<file path="src/rtl/axis_stream_fifo_if.sv">
// AXI4-Stream beat bundle (valid/ready handshake plus data, user and last sideband).
interface axis_stream_fifo_if #(
    parameter int DATA_W = 32,
    parameter int USER_W = 1
);
    logic              tvalid;
    logic              tready;
    logic [DATA_W-1:0] tdata;
    logic [USER_W-1:0] tuser;
    logic              tlast;

    modport master (output tvalid, tdata, tuser, tlast, input tready);
    modport slave  (input tvalid, tdata, tuser, tlast, output tready);
endinterface

</file>
<file path="src/rtl/axis_stream_fifo.sv">
// DEPTH-entry AXI4-Stream FIFO with registered s_tready, fill level and a
// wrapping count of delivered end-of-packet beats.
module axis_stream_fifo #(
    parameter int DATA_W = 32,
    parameter int USER_W = 1,
    parameter int DEPTH  = 4,
    parameter int CNT_W  = 16
) (
    input  logic                         clk,
    input  logic                         reset,
    axis_stream_fifo_if.slave            s,
    axis_stream_fifo_if.master           m,
    output logic [$clog2(DEPTH+1)-1:0]   level,
    output logic [CNT_W-1:0]             pkt_count
);
    localparam int unsigned AW = $clog2(DEPTH);
    localparam int unsigned LW = $clog2(DEPTH + 1);

    typedef struct packed {
        logic [USER_W-1:0] user;
        logic              last;
        logic [DATA_W-1:0] data;
    } entry_t;

    entry_t          mem [DEPTH];
    entry_t          head;
    logic [AW-1:0]   wr_ptr;
    logic [AW-1:0]   rd_ptr;
    logic [LW-1:0]   count;
    logic [LW-1:0]   count_next;
    logic            ready;
    logic            push;
    logic            pop;
    logic            valid;

    assign valid = (count != '0);
    assign push  = s.tvalid && ready;
    assign pop   = valid && m.tready;

    always_comb begin
        count_next = count + LW'(push) - LW'(pop);
    end

    // Storage is never cleared: reset only discards entries via the pointers.
    always_ff @(posedge clk) begin
        if (push && !reset) begin
            mem[wr_ptr] <= '{user: s.tuser, last: s.tlast, data: s.tdata};
        end
    end

    always_ff @(posedge clk) begin
        if (reset) begin
            wr_ptr    <= '0;
            rd_ptr    <= '0;
            count     <= '0;
            ready     <= 1'b0;
            pkt_count <= '0;
        end else begin
            wr_ptr <= wr_ptr + AW'(push);
            rd_ptr <= rd_ptr + AW'(pop);
            count  <= count_next;
            // Registered ready: a pop while full frees a slot only on the next cycle.
            ready  <= (count_next < LW'(DEPTH));
            if (pop && head.last) begin
                pkt_count <= pkt_count + CNT_W'(1);
            end
        end
    end

    assign head     = mem[rd_ptr];
    assign s.tready = ready;
    assign m.tvalid = valid;
    assign m.tdata  = valid ? head.data : '0;
    assign m.tuser  = valid ? head.user : '0;
    assign m.tlast  = valid ? head.last : 1'b0;
    assign level    = count;
endmodule

</file>
<file path="src/flat_wrapper.sv">
// flat-port wrapper written by rule: the top's interface ports become plain ports
module axis_stream_fifo_flat 
#(
    parameter int DATA_W = 32,
    parameter int USER_W = 1,
    parameter int DEPTH  = 4,
    parameter int CNT_W  = 16
)
  (clk, reset, level, pkt_count, s_tvalid, s_tdata, s_tuser, s_tlast, s_tready, m_tvalid, m_tdata, m_tuser, m_tlast, m_tready);
  axis_stream_fifo_if #(.DATA_W(DATA_W), .USER_W(USER_W)) s_i ();
  axis_stream_fifo_if #(.DATA_W(DATA_W), .USER_W(USER_W)) m_i ();
  input  logic clk;
  input  logic reset;
  output logic [$clog2(DEPTH+1)-1:0] level;
  output logic [CNT_W-1:0] pkt_count;
  input wire logic [$bits(s_i.tvalid)-1:0] s_tvalid;
  input wire logic [$bits(s_i.tdata)-1:0] s_tdata;
  input wire logic [$bits(s_i.tuser)-1:0] s_tuser;
  input wire logic [$bits(s_i.tlast)-1:0] s_tlast;
  output wire logic [$bits(s_i.tready)-1:0] s_tready;
  output wire logic [$bits(m_i.tvalid)-1:0] m_tvalid;
  output wire logic [$bits(m_i.tdata)-1:0] m_tdata;
  output wire logic [$bits(m_i.tuser)-1:0] m_tuser;
  output wire logic [$bits(m_i.tlast)-1:0] m_tlast;
  input wire logic [$bits(m_i.tready)-1:0] m_tready;
  assign s_i.tvalid = s_tvalid;
  assign s_i.tdata = s_tdata;
  assign s_i.tuser = s_tuser;
  assign s_i.tlast = s_tlast;
  assign s_tready = s_i.tready;
  assign m_tvalid = m_i.tvalid;
  assign m_tdata = m_i.tdata;
  assign m_tuser = m_i.tuser;
  assign m_tlast = m_i.tlast;
  assign m_i.tready = m_tready;
  axis_stream_fifo #(.DATA_W(DATA_W), .USER_W(USER_W), .DEPTH(DEPTH), .CNT_W(CNT_W)) u_core (.clk(clk), .reset(reset), .s(s_i), .m(m_i), .level(level), .pkt_count(pkt_count));
endmodule
</file>
<file path="config.mk">
export PLATFORM = sky130hd
export DESIGN_NAME = axis_stream_fifo_flat
export DESIGN_NICKNAME = d
export VERILOG_FILES = /design/src/rtl/axis_stream_fifo_if.sv /design/src/rtl/axis_stream_fifo.sv /design/src/flat_wrapper.sv
export SDC_FILE = /design/constraint.sdc
export NUM_CORES = 1
export LEC_CHECK = 0
export CAP_MARGIN = 20
export CORE_UTILIZATION = 54
export CTS_BUF_LIST = sky130_fd_sc_hd__clkbuf_4 sky130_fd_sc_hd__clkbuf_8 sky130_fd_sc_hd__clkbuf_16
export DETAILED_ROUTE_END_ITERATION = 8
export PLACE_DENSITY = 0.8
export SLEW_MARGIN = 20
export SYNTH_ARGS = -nofsm -noshare
export SYNTH_HDL_FRONTEND = slang
export SYNTH_SLANG_ARGS = --single-unit
</file>
<file path="constraint.sdc">
create_clock -name clk -period 6.34 [get_ports clk]
set_input_delay 1.268 -clock clk [delete_from_list [all_inputs] [get_ports clk]]
set_output_delay 1.268 -clock clk [all_outputs]
set_load 0.05 [all_outputs]
</file>
==> metrics.txt, run 1 <==
Most used DFF post-synth=edfxtp_1; routed vias=around 3.4k; root buffer cell=clkbuf_16; Worst R2R Start=u_core.rd_ptr[1]; CTS tree=done; Mapped Area=roughly 6200 um2; Final Total Pwr=3.558 mW; Worst setup EP type=primary output; Die Width=109.6 um; CTS Hold Bufs=0; die height=between 100 and 150 um; final period utilization=between 60% and 70%; Setup crit start=u_core.rd_ptr[0]; total I/O pin count=93; Final Hold Viols=0; initial antenna violation count=0; post-synth top area cell=edfxtp_1; worst slew pin tran=~960 ps; Synth area leaders=edfxtp_1 (65%), mux4_2 (12%), dfxtp_1 (7.7%), nor2b_1 (3.8%), xor2_1 (1.1%); Synth top area share=approximately two thirds; Synth cell types=34; Mapped Cells=340; vias in the first global route=~3.5k; share of post-route cells with drive strength above 1=18.02%; number of H-tree levels=4; Synth warnings=0; RSZ-0062 raised after global routing=no; M2 GR Usage=~37%; post-synth net total=between 300 and 400; post-route ant nets=0; Final Max Slew Viols=0; Hold Path Depth=2; Seq/Total Area, Yosys=between 70% and 80%; clock slew at the register clock pins of the worst setup and hold paths=~60 ps; GR peak layer=met2; r2r endpoint=u_core.pkt_count[14]; Max Cap Viol=0; # diodes=0; Core Rows=38; met3 Resource Use GR=under 10%; first-pass GRT wire length=roughly 19 mm; starting density of the core=between 50 and 60%; Clock Tree Buf Depth=2; GRT Overall Usage=22.47%; worst-path maximum fanout=19; r2r setup slk=roughly 3800 ps; GRT overflow=0; Worst-Skew Late Latency=just over 400 ps; DRT iter0 DRCs=between 150 and 200; DR vias/cell=5.728; Clock Sink Count=160; DRC errors left=0; Post-CTS Setup Bufs=0; Final Routed Wirelength=12.13 mm; worst path required time=5070 ps; hold path start=u_core.pkt_count[15]; Setup CP Type=reg2out; Post-Route Skew=10.33 ps; iteration count of the initial detailed-routing pass=4; status=finished clean; nets@finish=between 400 and 500; Slew HR=a little over a third; HPWL Detailed=7.130 mm; largest net degree at the start of global routing=36; Port Buffers=92; setup slack at placement=around 2300 ps; post-CTS resize count=0; top post-synthesis cells by count=edfxtp_1 (136), nor2b_1 (38), mux4_2 (34); wire length per cell=between 20 and 25 um; R2R cell count=4; Area Overhead vs Synth=28.06%; Leak Pwr=about 2.6 nW; sum of negative setup slack=0 ps; fin crit period=approximately 4300 ps; Worst Hold End=u_core.pkt_count[15]; flops & latches, synth=between 150 and 200; async set-or-reset flop fraction in the synthesized netlist=0%; maximum vdd drop=slightly above 0.4 mV; worst hold path class=reg2reg; met1 GRT Util=between 20% and 30%; EDFF count, synth=around 140; WP data arrival=about 3000 ps; synthesized area per cell=about 18 um2; Num CTS Buffers=17; worst setup margin=about 2000 ps; pwr dens=between 400 and 500 nW/um2; final setup fails=0; most instantiated library cell after synthesis=edfxtp_1; core footprint=11080 um2; Worst setup SP type=flip-flop; routability cong.=roughly 0.74; die area=approximately 12000 um2; Max Freq=about 230 MHz
## power by group
group	leakage, nW	total (mW)	internal [mW]	switching (mW)
sequential	1.42	1.25	1.19	0.0657
clock	0.308	1.08	0.702	0.375
combinational	0.857	1.23	0.463	0.765
## metrics by stage
step	cells	hold slack, ps	util, %	cell area, um2
final	595	486.7	72.22	8000
after global routing	595	518.8	72.22	8000
after CTS	595	493.9	72.22	8000
after detailed placement	565	485.7	66.53	7371
after global placement	565	468.2	66.53	7371
after floorplan	340	524.2	-	6247
## placed cells by master, fill, tap and decap left out, types with 2 or more instances in the layout
master           synthesis  layout
nor2b_1                 38      38
xor2_1                   8       8
clkbuf_4                 0       2
nor2_1                  11      11
ha_1                     4       4
clkinv_2                 0       2
nand3_1                  6       6
mux4_2                  34      34
edfxtp_1               136     136
dfxtp_2                  0       2
nand4_1                  4       4
or3_1                    4       4
clkbuf_16                0      17
o31ai_1                  3       3
buf_4                    0       9
bufinv_16                0       5
nand2_1                  7       7
clkdlybuf4s50_1          0      92
or4_1                    3       3
dfxtp_1                 24      22
a21oi_1                  9       9
and3_1                   3       3
and2_1                   2       2
o21ai_0                  5       5
inv_1                    7       7
nor4b_2                  0       2
xnor2_1                  4       4
## metal layers
layer / part of all wire [%] / vias to the layer above / wire length [um]
li1: - / 1538 / -
met1: 41 / 1751 / 4926
met2: 53 / 107 / 6427
met3: 4.9 / 12 / 595
met4: 1.5 / 0 / 180
met5: 0 / - / 0
## cells by family (layout without fill, tap and decap cells)
group	Yosys count	in the layout	synth area share, %
simple gates	88	88	8.532
compound gates	18	18	1.622
flops	160	160	73.06
fa+ha+maj	5	5	1.122
mux	34	34	12.26
xor+xnor	12	12	1.682
buf+inv	23	138	1.722
## worst max-delay path by stage
stage / endpoint / depth (start not counted)
after floorplan: u_core.mem[1][0] / 2
after global placement: m_tdata[26] / 4
after detailed placement: m_tdata[26] / 4
after CTS: m_tdata[26] / 4
after global routing: m_tdata[26] / 4
final: m_tdata[14] / 4
## state kept, by name (all words and copies together), names as in the netlist
signal            count
u_core.s.tready       1
u_core.pkt_count     16
u_core.wr_ptr         2
u_core.mem          136
u_core.rd_ptr         2
u_core.level          3
## critical path, stage by stage (launching register included)
cell and delay (ps):
dfxtp_2 770, buf_4 460, mux4_2 560, nor2b_1 160
clkdlybuf4s50_1 720
## cell type report
type                            count  area [um2]
Inverter                            7       26.28
Fill cell                         684        3078
Sequential cell                   160        4567
Clock buffer                       19       440.4
Multi-Input combinational cell    157        1614
Timing Repair Buffer              101       988.4
Tap cell                          140       175.2
Clock inverter                     11       188.9
Power figures use the tool's default switching activity.
==> run 2: changes to the inputs <==
- clock period: 6.34 -> 4.4 ns (I/O delays scaled with it)
==> metrics.txt, run 2 (same netlist as run 1, synthesis figures left out) <==
first-pass GRT wire length=17.66 mm (was 18.99 mm); fin util=72.20% (was 72.22%); routability cong.=0.7666 (was 0.7442); CTS Hold Bufs=0 (unchanged); Die Width=109.6 um (unchanged); die area=12000 um2 (unchanged); pwr dens=628.4 nW/um2 (was 444.8 nW/um2); nets@finish=491 (was 487); sw power=1.736 mW (was 1.206 mW); placed standard-cell area=7413 um2 (was 7371 um2); worst slew pin tran=557.1 ps (was 964.9 ps); GRT Overall Usage=21.04% (was 22.47%); Post-CTS Setup Bufs=0 (unchanged); Area Overhead vs Synth=28.04% (was 28.06%); Largest register FFs=136 (unchanged); Int Power=3.290 mW (was 2.352 mW); fin crit period=about 3600 ps; CTS tree=done (unchanged); iteration count of the initial detailed-routing pass=4 (unchanged); total I/O pin count=93 (unchanged); worst-path maximum fanout=21 (was 19); DR vias/cell=5.594 (was 5.728); Post-Route Skew=6.049 ps (was 10.33 ps); wire length per cell=19.38 um (was 20.39 um); Slew HR=62.74% (was 35.50%); Worst-Skew Late Latency=420 ps (was 410 ps); share of post-route cells with drive strength above 1=18.66% (was 18.02%); Final Total Pwr=5.026 mW (was 3.558 mW); vias in the first global route=3431 (was 3518); HPWL Detailed=7.263 mm (was 7.130 mm); GRT overflow=0 (unchanged); post-route cell area=7999 um2 (was 8000 um2); commonest non-fill, non-tap cells in the layout=edfxtp_1 (136), clkdlybuf4s50_1 (92), nor2b_1 (38) (unchanged); worst setup margin=830.3 ps (was 2002 ps); Port Buffers=92 (unchanged); DRC errors left=0 (unchanged); Core Rows=38 (unchanged); worst hold path class=reg2reg (unchanged); DRT iter0 DRCs=159 (was 160); Setup CP Type=reg2out (unchanged); clock slew at the register clock pins of the worst setup and hold paths=60 ps (about the same); Clock Sink Count=160 (unchanged); sum of negative setup slack=0 ps (unchanged); Num CTS Buffers=17 (unchanged); Final Routed Wirelength=11.65 mm (was 12.13 mm); Leak Pwr=2.589 nW (was 2.585 nW); Max Cap Viol=0 (unchanged); Max Freq=between 200 and 300 MHz; maximum vdd drop=0.6174 mV (was 0.4065 mV); final period utilization=81.13%; power share of the combinational group=36.1% (was 34.5%); Largest Register=u_core.mem (unchanged); initial antenna violation count=0 (unchanged); starting density of the core=56.39% (unchanged); Worst setup SP type=flip-flop (unchanged); Clock Tree Buf Depth=2 (unchanged); die height=109.6 um (unchanged); largest net degree at the start of global routing=31 (was 36); final setup fails=0 (unchanged); Final Hold Viols=0 (unchanged); post-CTS resize count=0 (unchanged); worst path required time=3520 ps (was 5070 ps); WP data arrival=2690 ps (was 3070 ps); setup slack at placement=1252 ps (was 2336 ps); root buffer cell=clkbuf_16 (unchanged); clock network power share=28.6% (was 30.3%); Seq pwr share=35.3% (was 35.2%); most common cell after layout, fill and taps aside=edfxtp_1 (unchanged); Final Max Slew Viols=0 (unchanged); post-route ant nets=0 (unchanged); # diodes=0 (unchanged); sw frac=34.54% (was 33.89%); routed vias=3362 (was 3408); number of H-tree levels=4 (unchanged); status=finished clean (unchanged); core footprint=11080 um2 (unchanged); RSZ-0062 raised after global routing=no (unchanged); Worst setup EP type=primary output (unchanged); Fill cells=695 (was 684)
## run 2: cell types whose count changed in the layout (fill, tap and decap cells not counted), sizes merged
cell,before,now
clkinvlp,1,2
clkinv,4,8
bufinv,5,3
inv,8,7
buf,9,13
## run 2: worst paths after layout
kind                                        endpoint  cells past startpoint  slack (ps)                 start
worst max-delay path                      m_tdata[0]                      4         830      u_core.rd_ptr[1]
worst max register to register       u_core.level[2]                      9        2070       u_core.level[0]
worst min register to register  u_core.pkt_count[15]                      2         500  u_core.pkt_count[15]
worst min-delay path            u_core.pkt_count[15]                      2         500  u_core.pkt_count[15]
## run 2: routing by layer
layer	vias up	wire (um)	global-route usage, %
met1	1720	4823	25.01
met4	0	233	7.333
li1	1544	-	-
met2	78	6106	36.34
met5	-	0	0
met3	20	482	6.520
## run 2: stage by stage
| stage | hold WS, ps | cells |
|---|---|---|
| after floorplan | 524.2 | 340 |
| after global placement | 468.6 | 569 |
| after detailed placement | 486.9 | 569 |
| after CTS | 496.0 | 601 |
| after global routing | 531.2 | 601 |
| final | 498.0 | 601 |
## run 2: final cells by class
| cell class | instances | area [um2] | area share (%) |
|---|---|---|---|
| clock buffer | 19 | 440.4 | 5.506 |
| clock inverter | 13 | 145.1 | 1.814 |
| timing repair buffer | 105 | 1031 | 12.89 |
| tap | 140 | 175.2 | 2.190 |
| inverter | 7 | 26.28 | 0.3285 |
| multi-input combinational | 157 | 1614 | 20.18 |
| sequential | 160 | 4567 | 57.09 |
## run 2: power by group through the flow
stage / Combinational [mW] / Sequential, mW / Clock [mW]
floorplan: 1.22 / 1.83 / 0
global placement: 1.80 / 1.80 / 0
detailed placement: 1.82 / 1.81 / 0
CTS: 1.84 / 1.78 / 1.46
global route: 1.91 / 1.79 / 1.52
finish: 1.81 / 1.78 / 1.44
## run 2: critical path, cell delays in order (launching register included)
cell and delay (ps):
dfxtp_2 670, buf_4 360, mux4_2 230, nor2b_1 180
clkdlybuf4s50_1 830
==> run 3: changes to the inputs <==
- clock period: 4.4 -> 3.35 ns (I/O delays scaled with it)
==> metrics.txt, run 3 (same netlist as run 1, synthesis figures left out) <==
status=finished clean (unchanged); DR vias/cell=5.629 (was 5.594); family with the most delay on the worst path=buffers and inverters (unchanged); fin cells=604 (was 601); crit-path cells=buf_12 > mux4_2 > nor2b_1 > clkdlybuf4s50_1 (was buf_4 > mux4_2 > nor2b_1 > clkdlybuf4s50_1); initial antenna violation count=0 (unchanged); share of post-route cells with drive strength above 1=20.47% (was 18.66%); Final Routed Wirelength=11.87 mm (was 11.65 mm); iteration count of the initial detailed-routing pass=4 (unchanged); Slew HR=64.68% (was 62.74%); nets@finish=495 (was 491); root buffer cell=clkbuf_16 (unchanged); Die Width=109.6 um (unchanged); Final Max Slew Viols=0 (unchanged); worst hold path class=reg2reg (unchanged); worst slew pin tran=528.1 ps (was 557.1 ps); DRT iter0 DRCs=130 (was 159); most common cell after layout, fill and taps aside=edfxtp_1 (unchanged); WP data arrival=2570 ps (was 2690 ps); fin util=72.65% (was 72.20%); register area=4567 um2 (unchanged); starting density of the core=56.39% (unchanged); HPWL Detailed=7.370 mm (was 7.263 mm); commonest non-fill, non-tap cells in the layout=edfxtp_1 (136), clkdlybuf4s50_1 (89), nor2b_1 (38) (was edfxtp_1 (136), clkdlybuf4s50_1 (92), nor2b_1 (38)); CP max stage delay=720 ps (was 830 ps); pwr dens=827.4 nW/um2 (was 628.4 nW/um2); R2R cell count=8 (was 9); Clock Tree Buf Depth=2 (unchanged); Bufs and invs on worst path=2 (unchanged); clock slew at the register clock pins of the worst setup and hold paths=60 ps (about the same); die area=12000 um2 (unchanged); post-CTS resize count=0 (unchanged); Post-CTS Setup Bufs=0 (unchanged); Hold Path Depth=2 (unchanged); first-pass GRT wire length=18.77 mm (was 17.66 mm); Max Cap Viol=0 (unchanged); Largest register FFs=136 (unchanged); Fill cells=684 (was 695); fin crit period=approximately 3200 ps; # diodes=0 (unchanged); CTS tree=done (unchanged); Area Overhead vs Synth=28.82% (was 28.04%); placed cell count=573 (was 569); Leak Pwr=2.615 nW (was 2.589 nW); Post-Route Skew=6.511 ps (was 6.049 ps); Final Hold Viols=0 (unchanged); core footprint=11080 um2 (unchanged); largest net degree at the start of global routing=31 (unchanged); Worst setup SP type=flip-flop (unchanged); Worst-Skew Late Latency=420 ps (about the same); wire length per cell=19.65 um (was 19.38 um); vias in the first global route=3514 (was 3431); Core Rows=38 (unchanged); DRC errors left=0 (unchanged); die height=109.6 um (unchanged); GRT Overall Usage=22.16% (was 21.04%); routed vias=3400 (was 3362); Final Total Pwr=6.659 mW (was 5.026 mW); post-route ant nets=0 (unchanged); Slowest-stage cell, CP=clkdlybuf4s50_1 (unchanged); worst-path maximum fanout=16 (was 21); number of H-tree levels=4 (unchanged); Clock Sink Count=160 (unchanged); worst path required time=2680 ps (was 3520 ps); sum of negative setup slack=0 ps (unchanged); RSZ-0062 raised after global routing=no (unchanged); routability cong.=0.7752 (was 0.7666); Num CTS Buffers=17 (unchanged); Port Buffers=92 (unchanged); Largest Register=u_core.mem (unchanged); CP Depth=4 (unchanged); Setup CP Type=reg2out (unchanged); CTS Hold Bufs=0 (unchanged); final period utilization=a little over nine tenths; multi-input logic area=1614 um2 (unchanged); Worst setup EP type=primary output (unchanged); final setup fails=0 (unchanged); total I/O pin count=93 (unchanged); Max Freq=308.3 MHz; GRT overflow=0 (unchanged); maximum vdd drop=0.7672 mV (was 0.6174 mV)
==> run 3: changes by cell type in the layout (fill, tap and decap cells not counted), sizes merged <==
cell           previous run  this run
buf                      13        20
clkbuf                   19        18
inv                       7        13
clkinv                    8         2
clkdlybuf4s50            92        89
clkinvlp                  2         3
bufinv                    3         2
==> run 3: per-stage QoR <==
| step | setup WS, ps | hold slack [ps] | cell area (um2) |
|---|---|---|---|
| after floorplan | -1638 | 524.2 | 6247 |
| after global placement | 563.9 | 467.7 | 7461 |
| after detailed placement | 538.2 | 481.4 | 7461 |
| after CTS | 62.01 | 490.2 | 8048 |
| after global routing | 9.068 | 509.0 | 8048 |
| final | 106.2 | 486.4 | 8048 |
==> run 3: worst min-delay path, cell delays in order (launching register included) <==
cell and delay (ps):
dfxtp_1 310, o21ai_0 70, a21oi_1 60
==> run 3: path summary, 6_finish.rpt <==
path                              from                    to  slack [ps]
setup / recovery      u_core.rd_ptr[0]           m_tdata[14]         110
hold / removal    u_core.pkt_count[15]  u_core.pkt_count[15]         490
setup reg to reg       u_core.level[0]       u_core.level[2]        1180
hold reg to reg   u_core.pkt_count[15]  u_core.pkt_count[15]         490
==> run 3: cell type report <==
class                   count  share of cell area (%)
clock buffers              18                   5.379
repair buffers            109                   13.40
clock inverters            13                   1.912
flip-flops and latches    160                   56.75
multi-input cells         157                   20.06
inverters                   7                  0.3265
well taps                 140                   2.177
==> run 3: power breakdown <==
group / internal [mW] / switching [mW]
Clock: 1.12 / 0.783
Combinational: 0.933 / 1.50
Sequential: 2.25 / 0.0779
==> run 3: metal layers <==
metal | share of wire (%) | GRT usage (%) | up-vias
li1 | - | - | 1563
met1 | 43 | 28.83 | 1723
met2 | 51 | 35.98 | 98
met3 | 4.9 | 6.283 | 16
met4 | 1.4 | 7.905 | 0
met5 | 0 | 0 | -
